===== src/rtl/inst_mem_loader_if.sv =====
// Bundles the program-load byte stream, status outputs and the instruction
// fetch read port of inst_mem_loader.
interface inst_mem_loader_if #(
  parameter int AW = 6
);
  logic          load_start;
  logic [AW:0]   load_len;
  logic          byte_valid;
  logic [7:0]    byte_data;
  logic          byte_ready;
  logic [AW-1:0] rd_addr;
  logic [31:0]   rd_data;
  logic          core_hold;
  logic          busy;
  logic          load_done;
  logic          len_err;
  logic [31:0]   checksum;

  modport master (
    output load_start, load_len, byte_valid, byte_data, rd_addr,
    input  byte_ready, rd_data, core_hold, busy, load_done, len_err, checksum
  );

  modport slave (
    input  load_start, load_len, byte_valid, byte_data, rd_addr,
    output byte_ready, rd_data, core_hold, busy, load_done, len_err, checksum
  );
endinterface


===== src/rtl/inst_mem_loader.sv =====
// Instruction memory filled from a little-endian byte stream while the core is
// held; the fetch side reads words combinationally.
module inst_mem_loader #(
  parameter int DEPTH = 64,
  parameter int AW    = 6
) (
  input  logic              clk,
  input  logic              reset,
  inst_mem_loader_if.slave  bus
);
  typedef enum logic [1:0] {IDLE, LOAD, DONE} state_t;

  localparam logic [AW:0] DEPTH_L = (AW+1)'(DEPTH);
  localparam logic [AW:0] ONE_L   = (AW+1)'(1);

  state_t      state;
  logic [1:0]  byte_cnt;
  logic [AW:0] word_cnt;
  logic [AW:0] len_q;
  logic [23:0] asm_q;
  logic [31:0] checksum;
  logic        byte_ready;
  logic        busy;
  logic        load_done;
  logic        core_hold;
  logic        len_err;

  logic [31:0] mem [DEPTH];

  logic        xfer;
  logic        wr_en;
  logic [31:0] wr_word;
  logic        len_ok;

  always_comb begin
    xfer    = byte_ready && bus.byte_valid;
    wr_en   = xfer && (byte_cnt == 2'd3);
    wr_word = {bus.byte_data, asm_q};
    len_ok  = (bus.load_len != '0) && (bus.load_len <= DEPTH_L);
  end

  // Storage is never reset so a program survives a core reset; the write is
  // gated by reset so an aborted load cannot land a partial word.
  always_ff @(posedge clk) begin
    if (wr_en && reset) begin
      mem[word_cnt[AW-1:0]] <= wr_word;
    end
  end

  always_ff @(posedge clk) begin
    if (!reset) begin
      state      <= IDLE;
      byte_cnt   <= '0;
      word_cnt   <= '0;
      checksum   <= '0;
      len_err    <= 1'b0;
      load_done  <= 1'b0;
      busy       <= 1'b0;
      byte_ready <= 1'b0;
      core_hold  <= 1'b1;
    end else begin
      case (state)
        IDLE: begin
          load_done <= 1'b0;
          if (bus.load_start) begin
            if (len_ok) begin
              state      <= LOAD;
              len_err    <= 1'b0;
              byte_cnt   <= '0;
              word_cnt   <= '0;
              checksum   <= '0;
              len_q      <= bus.load_len;
              busy       <= 1'b1;
              byte_ready <= 1'b1;
              core_hold  <= 1'b1;
            end else begin
              len_err <= 1'b1;
            end
          end
        end
        LOAD: begin
          if (xfer) begin
            byte_cnt <= byte_cnt + 2'd1;
            case (byte_cnt)
              2'd0:    asm_q[7:0]   <= bus.byte_data;
              2'd1:    asm_q[15:8]  <= bus.byte_data;
              2'd2:    asm_q[23:16] <= bus.byte_data;
              default: ;
            endcase
            if (byte_cnt == 2'd3) begin
              checksum <= checksum ^ wr_word;
              word_cnt <= word_cnt + ONE_L;
              if (word_cnt == len_q - ONE_L) begin
                state      <= DONE;
                busy       <= 1'b0;
                byte_ready <= 1'b0;
                load_done  <= 1'b1;
              end
            end
          end
        end
        DONE: begin
          state     <= IDLE;
          load_done <= 1'b0;
          core_hold <= 1'b0;
        end
        default: state <= IDLE;
      endcase
    end
  end

  assign bus.byte_ready = byte_ready;
  assign bus.busy       = busy;
  assign bus.load_done  = load_done;
  assign bus.core_hold  = core_hold;
  assign bus.len_err    = len_err;
  assign bus.checksum   = checksum;
  assign bus.rd_data    = mem[bus.rd_addr];
endmodule


===== src/flat_wrapper.sv =====
// flat-port wrapper written by rule: the top's interface ports become plain ports
module inst_mem_loader_flat 
#(
  parameter int DEPTH = 64,
  parameter int AW    = 6
)
  (clk, reset, bus_load_start, bus_load_len, bus_byte_valid, bus_byte_data, bus_rd_addr, bus_byte_ready, bus_rd_data, bus_core_hold, bus_busy, bus_load_done, bus_len_err, bus_checksum);
  inst_mem_loader_if #(.AW(AW)) bus_i ();
  input  logic clk;
  input  logic reset;
  input wire logic [$bits(bus_i.load_start)-1:0] bus_load_start;
  input wire logic [$bits(bus_i.load_len)-1:0] bus_load_len;
  input wire logic [$bits(bus_i.byte_valid)-1:0] bus_byte_valid;
  input wire logic [$bits(bus_i.byte_data)-1:0] bus_byte_data;
  input wire logic [$bits(bus_i.rd_addr)-1:0] bus_rd_addr;
  output wire logic [$bits(bus_i.byte_ready)-1:0] bus_byte_ready;
  output wire logic [$bits(bus_i.rd_data)-1:0] bus_rd_data;
  output wire logic [$bits(bus_i.core_hold)-1:0] bus_core_hold;
  output wire logic [$bits(bus_i.busy)-1:0] bus_busy;
  output wire logic [$bits(bus_i.load_done)-1:0] bus_load_done;
  output wire logic [$bits(bus_i.len_err)-1:0] bus_len_err;
  output wire logic [$bits(bus_i.checksum)-1:0] bus_checksum;
  assign bus_i.load_start = bus_load_start;
  assign bus_i.load_len = bus_load_len;
  assign bus_i.byte_valid = bus_byte_valid;
  assign bus_i.byte_data = bus_byte_data;
  assign bus_i.rd_addr = bus_rd_addr;
  assign bus_byte_ready = bus_i.byte_ready;
  assign bus_rd_data = bus_i.rd_data;
  assign bus_core_hold = bus_i.core_hold;
  assign bus_busy = bus_i.busy;
  assign bus_load_done = bus_i.load_done;
  assign bus_len_err = bus_i.len_err;
  assign bus_checksum = bus_i.checksum;
  inst_mem_loader #(.DEPTH(DEPTH), .AW(AW)) u_core (.clk(clk), .reset(reset), .bus(bus_i));
endmodule

===== config.mk =====
export PLATFORM = sky130hd
export DESIGN_NAME = inst_mem_loader_flat
export DESIGN_NICKNAME = d
export VERILOG_FILES = /design/src/rtl/inst_mem_loader_if.sv /design/src/rtl/inst_mem_loader.sv /design/src/flat_wrapper.sv
export SDC_FILE = /design/constraint.sdc
export NUM_CORES = 2
export LEC_CHECK = 0
export ABC_AREA = 1
export CAP_MARGIN = 20
export CORE_MARGIN = 2
export CORE_UTILIZATION = 30
export DETAILED_ROUTE_END_ITERATION = 10
export GPL_ROUTABILITY_DRIVEN = 0
export MAX_ROUTING_LAYER = met4
export PLACE_DENSITY = 0.47
export SYNTH_ARGS = -nofsm -noshare
export SYNTH_HDL_FRONTEND = slang
export SYNTH_SLANG_ARGS = --single-unit
export TNS_END_PERCENT = 5

===== constraint.sdc =====
create_clock -name clk -period 6.8 [get_ports clk]
set_input_delay 1.02 -clock clk [delete_from_list [all_inputs] [get_ports clk]]
set_output_delay 1.02 -clock clk [all_outputs]
set_load 0.01 [all_outputs]

======== Yosys cells after proc, flatten, opt, wreduce, memory -nomap -nowiden ========
Memories as Yosys holds them, arrays and structs flattened.
Cells that the tools add are included.
cells by class
  add/sub/neg operators ................... 3
  multiply operators ...................... 0
  div/mod/pow operators ................... 0
  $lt $le $gt $ge ......................... 1
  equal/unequal tests ..................... 11
  shift-type cells ........................ 0
  multiplexer cells ....................... 34
  bitwise gates (word level) .............. 1
  reductions and logical operators ........ 22
operator list
  kind                                                                     number
  32-bit two-way mux                                                       4
  32-bit one-hot mux with 2 select lines                                   1
  32-bit bitwise XOR                                                       1
  7-bit two-way mux                                                        4
  4-bit AND reduction                                                      6
  2-bit two-way mux                                                        8
  7-bit one-hot mux with 2 select lines                                    1
  1-bit two-way mux                                                        11
  5-bit AND reduction                                                      2
  2-bit by 1-bit inequality test with 1-bit output, second input constant  4
  2-bit one-hot mux with 2 select lines                                    2
  7-bit by 1-bit adder with 7-bit output, second input constant            1
  7-bit == test                                                            1
  7-bit less-or-equal comparator, second input constant                    1
  7-bit nonzero test                                                       1
  7-bit by 1-bit subtractor with 7-bit output, second input constant       1
  2-bit == test, second input constant                                     3
  1-bit one-hot mux with 2 select lines                                    3
  6-bit AND reduction                                                      1
  2-bit nonzero test                                                       3
  2-bit by 1-bit == test with 1-bit output, second input constant          2
  1-bit logical AND                                                        4
  2-bit logical NOT                                                        2
  3-bit AND reduction                                                      1
  other kinds (4)                                                          4
storage, ports and cells
  flip-flop bits (word level) ............. 78
  latch bits .............................. 0
  RAM bits ................................ 2048
  memory bits (read-only) ................. 0
  input bits .............................. 25
  word-level logic and storage cells ...... 85
  memories kept ........................... 1
memories
  memory      words  width  read ports  clocked after memory_dff  write ports  line                   source
  u_core.mem  64     32     1           0                         1            inst_mem_loader.sv:28  logic [31:0] mem [DEPTH];

======== Depth between registers and ports, before layout ========
  word-level depth ........................ 6
  mapped depth ............................ 14

======== Worst setup path before layout ========
OpenSTA, ideal clock, no wires.
  path kind ............................... input-to-reg
  start ................................... input port reset
  end ..................................... memory u_core.mem[58][0] (enable)
  arrival time ............................ 4.656 ns
  data required time ...................... 6.298 ns
  slack ................................... 1.643 ns
  cell stages on the path ................. 4
  path buffers ............................ 0
  cells stage by stage .................... inv_1 nor3_2 nand2_1 nor4_1
on the way
  cells in the longest elaborated chain, start to end .. 3
RTL lines
  what                                     line                   source
  start: declaration                       flat_wrapper.sv:10     input logic reset;
  1-bit logical AND                        inst_mem_loader.sv:45  if (wr_en && reset) begin
  1-bit two-way mux                        inst_mem_loader.sv:45
  1-bit two-way mux (not written as such)  inst_mem_loader.sv:46  mem[word_cnt[AW-1:0]] <= wr_word;
  end: declaration                         inst_mem_loader.sv:28
No other way between the ends.

======== Worst setup path after layout ========
  start ................................... input port bus_rd_addr[0]
  end ..................................... output port bus_rd_data[1]
on the way
  cells in the longest elaborated chain, start to end .. 1
RTL lines
  what                     line                source
  start: declaration       flat_wrapper.sv:15  input wire logic [$bits(bus_i.rd_addr)-1:0] bus_rd_addr;
  memory read 64 x 32 bit  -
  end: declaration         flat_wrapper.sv:17  output wire logic [$bits(bus_i.rd_data)-1:0] bus_rd_data;
No other way between the ends.

==> impl_metrics.yaml <==
synthesis:
  avgSynthCellArea_um2: 11.9
  ys_seq_area_frac: 0.740
  synthAdderAreaFrac: 0.000877
  synth_warnings: 0
  synth_top_family_by_area: "simple AND/OR/NAND/NOR gates"
  synth_xor_area_frac: 0.000409
  yosys.area_share.simple: 0.208
  syn-num-nets: 7215
  ys_ff_latch: 2126
  syn_area_um2: 85600
  synth_mux_area_frac: 0
  synth_compound_area_frac: 0.0170
  synthCells: 7184
  ys_types: 32
floorplanning:
  fp.dieW_um: 538
  core_um2: 284000
  initial_utilization: 0.301
  dieHeight_um: 538
  dieArea_um2: 290000
  io_pins: 94
  rows: 196
clocking:
  worstSkewPairLatency_ns: 0.88
  clock_path_buffers: 3
  cts_max_level: 4
  postCtsSetupBuffers: 0
  holdBufCountCts: 0
  cts.sinks: 2126
  cts-resized-gates: 0
  cts_root_buffer: "clkbuf_16"
  cts_tree: "yes"
  clk_pin_slew_worst_paths_ns: 0.06
  numCtsBuffers: 221
global_route:
  grt_pass1_wl_um: 386000
  grt_start_max_net_pins: 184
  grt_pass1_vias: 53600
  overflow: 0
  track_usage: 0.187
  antenna_found_initial: 11
power:
  peakVddDrop_v: 0.000273
  powerDensity_nw_per_um2: 283
  p_leak_uw: 0.0340
detailed_routing:
  drcViolationCount: 0
  avgViaCountPerCell: 4.97
  drt_iter0_markers: 5569
  drtAntennaViolNets: 0
  first_pass_iters: 6
  wl_um: 266000
  vias: 55600
  wl_per_cell_um: 23.8
place:
  port_buffers: 93
  placed_area_um2: 91300
  hpwl_um: 142000
  placedCellCount: 10800
sta:
  fin_crit_ns: 5.40
  finalCritPeriodShare: 0.794
  tightest_slew_ns: 1.13
  final-hold-violation-count: 0
  setup-tns-final_ns: 0
  clock_skew_ns: 0.0383
  clock.fmax_ghz: 0.185
  max_slew_margin: 0.248
  rsz0062_at_grt: "false"
  setup_viol: 0
  final_max_slew_viol_count: 0
worst_setup_path:
  cp_max_fo: 183
  setup.worst_path.end_class: "primary output"
  required_ns: 5.78
  crit_path_start_kind: "input pin"
  r2r_cells: 6
  path_class: "input pin to primary output"
  arrival_ns: 4.38
run_status:
  status: "finished clean"
worst_hold_path:
  holdPathStages: 2
  hold_path_class: "flop to flop"
final_layout:
  postLayoutCoreUtil: 0.346
  final_net_count: 7258
  final_cell_area_um2: 98400
  layout-drive-gt1-share: 0.0774
  area_delta_synth_final_pct: 15.0
  stdcell_count: 11200
job:
  drv_cap: 0
cells in the mapped netlist, drive strengths merged:
cell / n / area, um^2
nand2: 2173 / 8160
nor2: 180 / 676
o31ai: 2 / 15.0
a22oi: 1 / 7.51
clkbuf: 121 / 454
dfxtp: 47 / 941
xnor2: 1 / 8.76
xor2: 3 / 26.3
nor3: 34 / 175
ha: 6 / 75.1
a211oi: 1 / 7.51
o21bai: 1 / 7.51
clkinv: 1 / 3.75
o21ai: 167 / 836
nand3: 1733 / 8670
o211ai: 1 / 7.51
inv: 172 / 648
a31oi: 1 / 6.26
nand4: 9 / 56.3
nor4: 5 / 31.3
edfxtp: 2079 / 62400
o22ai: 32 / 200
a21oi: 74 / 370
buf: 340 / 1770
per-stage QoR:
stage / hold slack [ns] / power, uW / setup slack [ns]
4_1_cts: 0.462 / 28100 / 1.38
3_3_place_gp: 0.464 / 16100 / 1.37
6_report: 0.466 / 27800 / 1.40
2_1_floorplan: 0.476 / 15400 / 1.64
5_1_grt: 0.476 / 28700 / 1.23
3_5_place_dp: 0.447 / 16100 / 1.36
registers in the layout (all words and copies together), names as in the netlist, 2 cells and up:
name and cells:
u_core.asm_q 24, u_core.bus.checksum 32, u_core.byte_cnt 2, u_core.len_q 7, u_core.mem 2048, u_core.state 2
u_core.word_cnt 7
cell families (layout without fill, tap and decap cells):
logic type,Yosys count,after routing
simple gates,4134,4134
flops,2126,2126
buf+inv,634,867
compound gates,280,280
fa+ha+maj,6,6
xor+xnor,4,4
other cells,0,3
layout by cell type, fill, tap and decap left out, types with 2 or more instances in the layout:
cell             instances
a21oi_1                 74
buf_12                  32
buf_2                    9
buf_4                  157
buf_8                    3
bufinv_16               21
clkbuf_1                61
clkbuf_16              226
clkbuf_8                 4
clkdlybuf4s50_1         79
clkinv_1                54
clkinv_2                30
clkinv_8                 5
clkinvlp_4               7
dfxtp_1                 47
diode_2                  3
edfxtp_1              2079
ha_1                     6
inv_1                  166
inv_16                   2
inv_6                    5
inv_8                    2
nand2_1               2171
nand2_2                  2
nand3_1               1733
nand4_1                  9
nor2_1                 120
nor2_4                  60
nor3_1                  33
nor4_2                   4
o21ai_0                166
o22ai_1                 32
o31ai_1                  2
xor2_1                   3
final timing paths:
check | startpoint | to | slack [ns]
worst max-delay path | bus_rd_addr[0] | bus_rd_data[1] | 1.40
worst min-delay path | u_core.bus.core_hold | u_core.bus.core_hold | 0.47
worst max register to register | u_core.byte_cnt[1] | u_core.mem[12][0] | 3.00
worst min register to register | u_core.bus.core_hold | u_core.bus.core_hold | 0.47
power by group:
group          switching [uW]  internal [uW]  leakage, uW
logic                    1110            424       0.0115
clock network            5140           6920      0.00346
registers                14.2          14200       0.0191
total                    6270          21600       0.0340
metal layers:
layer  GRT usage  vias up  routed length, um
li1            -    25500                  -
met1       0.248    27900             117000
met5           -        -                  0
met2       0.304     1734             129000
met4      0.0478        0               6260
met3      0.0209      377              14100
critical path, stage by stage:
cell and delay [ns]:
buf_8 0.25, inv_16 0.54, buf_4 0.42, nand2_1 0.08
nand3_1 0.07, nand3_1 0.08, nand3_1 0.18, nand3_1 0.19
nand2_1 0.33, nand2_1 0.12, nand2_1 0.24, clkdlybuf4s50_1 0.59
area by class of cell:
| class | instances | area, um^2 |
|---|---|---|
| Clock inverter | 122 | 1200 |
| Timing Repair Buffer | 281 | 2710 |
| Multi-Input combinational cell | 4424 | 19800 |
| Sequential cell | 2126 | 63400 |
| Clock buffer | 291 | 5940 |
| Inverter | 173 | 687 |
| Fill cell | 27900 | 186000 |
| Antenna cell | 3 | 7.51 |
| Tap cell | 3762 | 4710 |
Power figures use the tool's default switching activity.
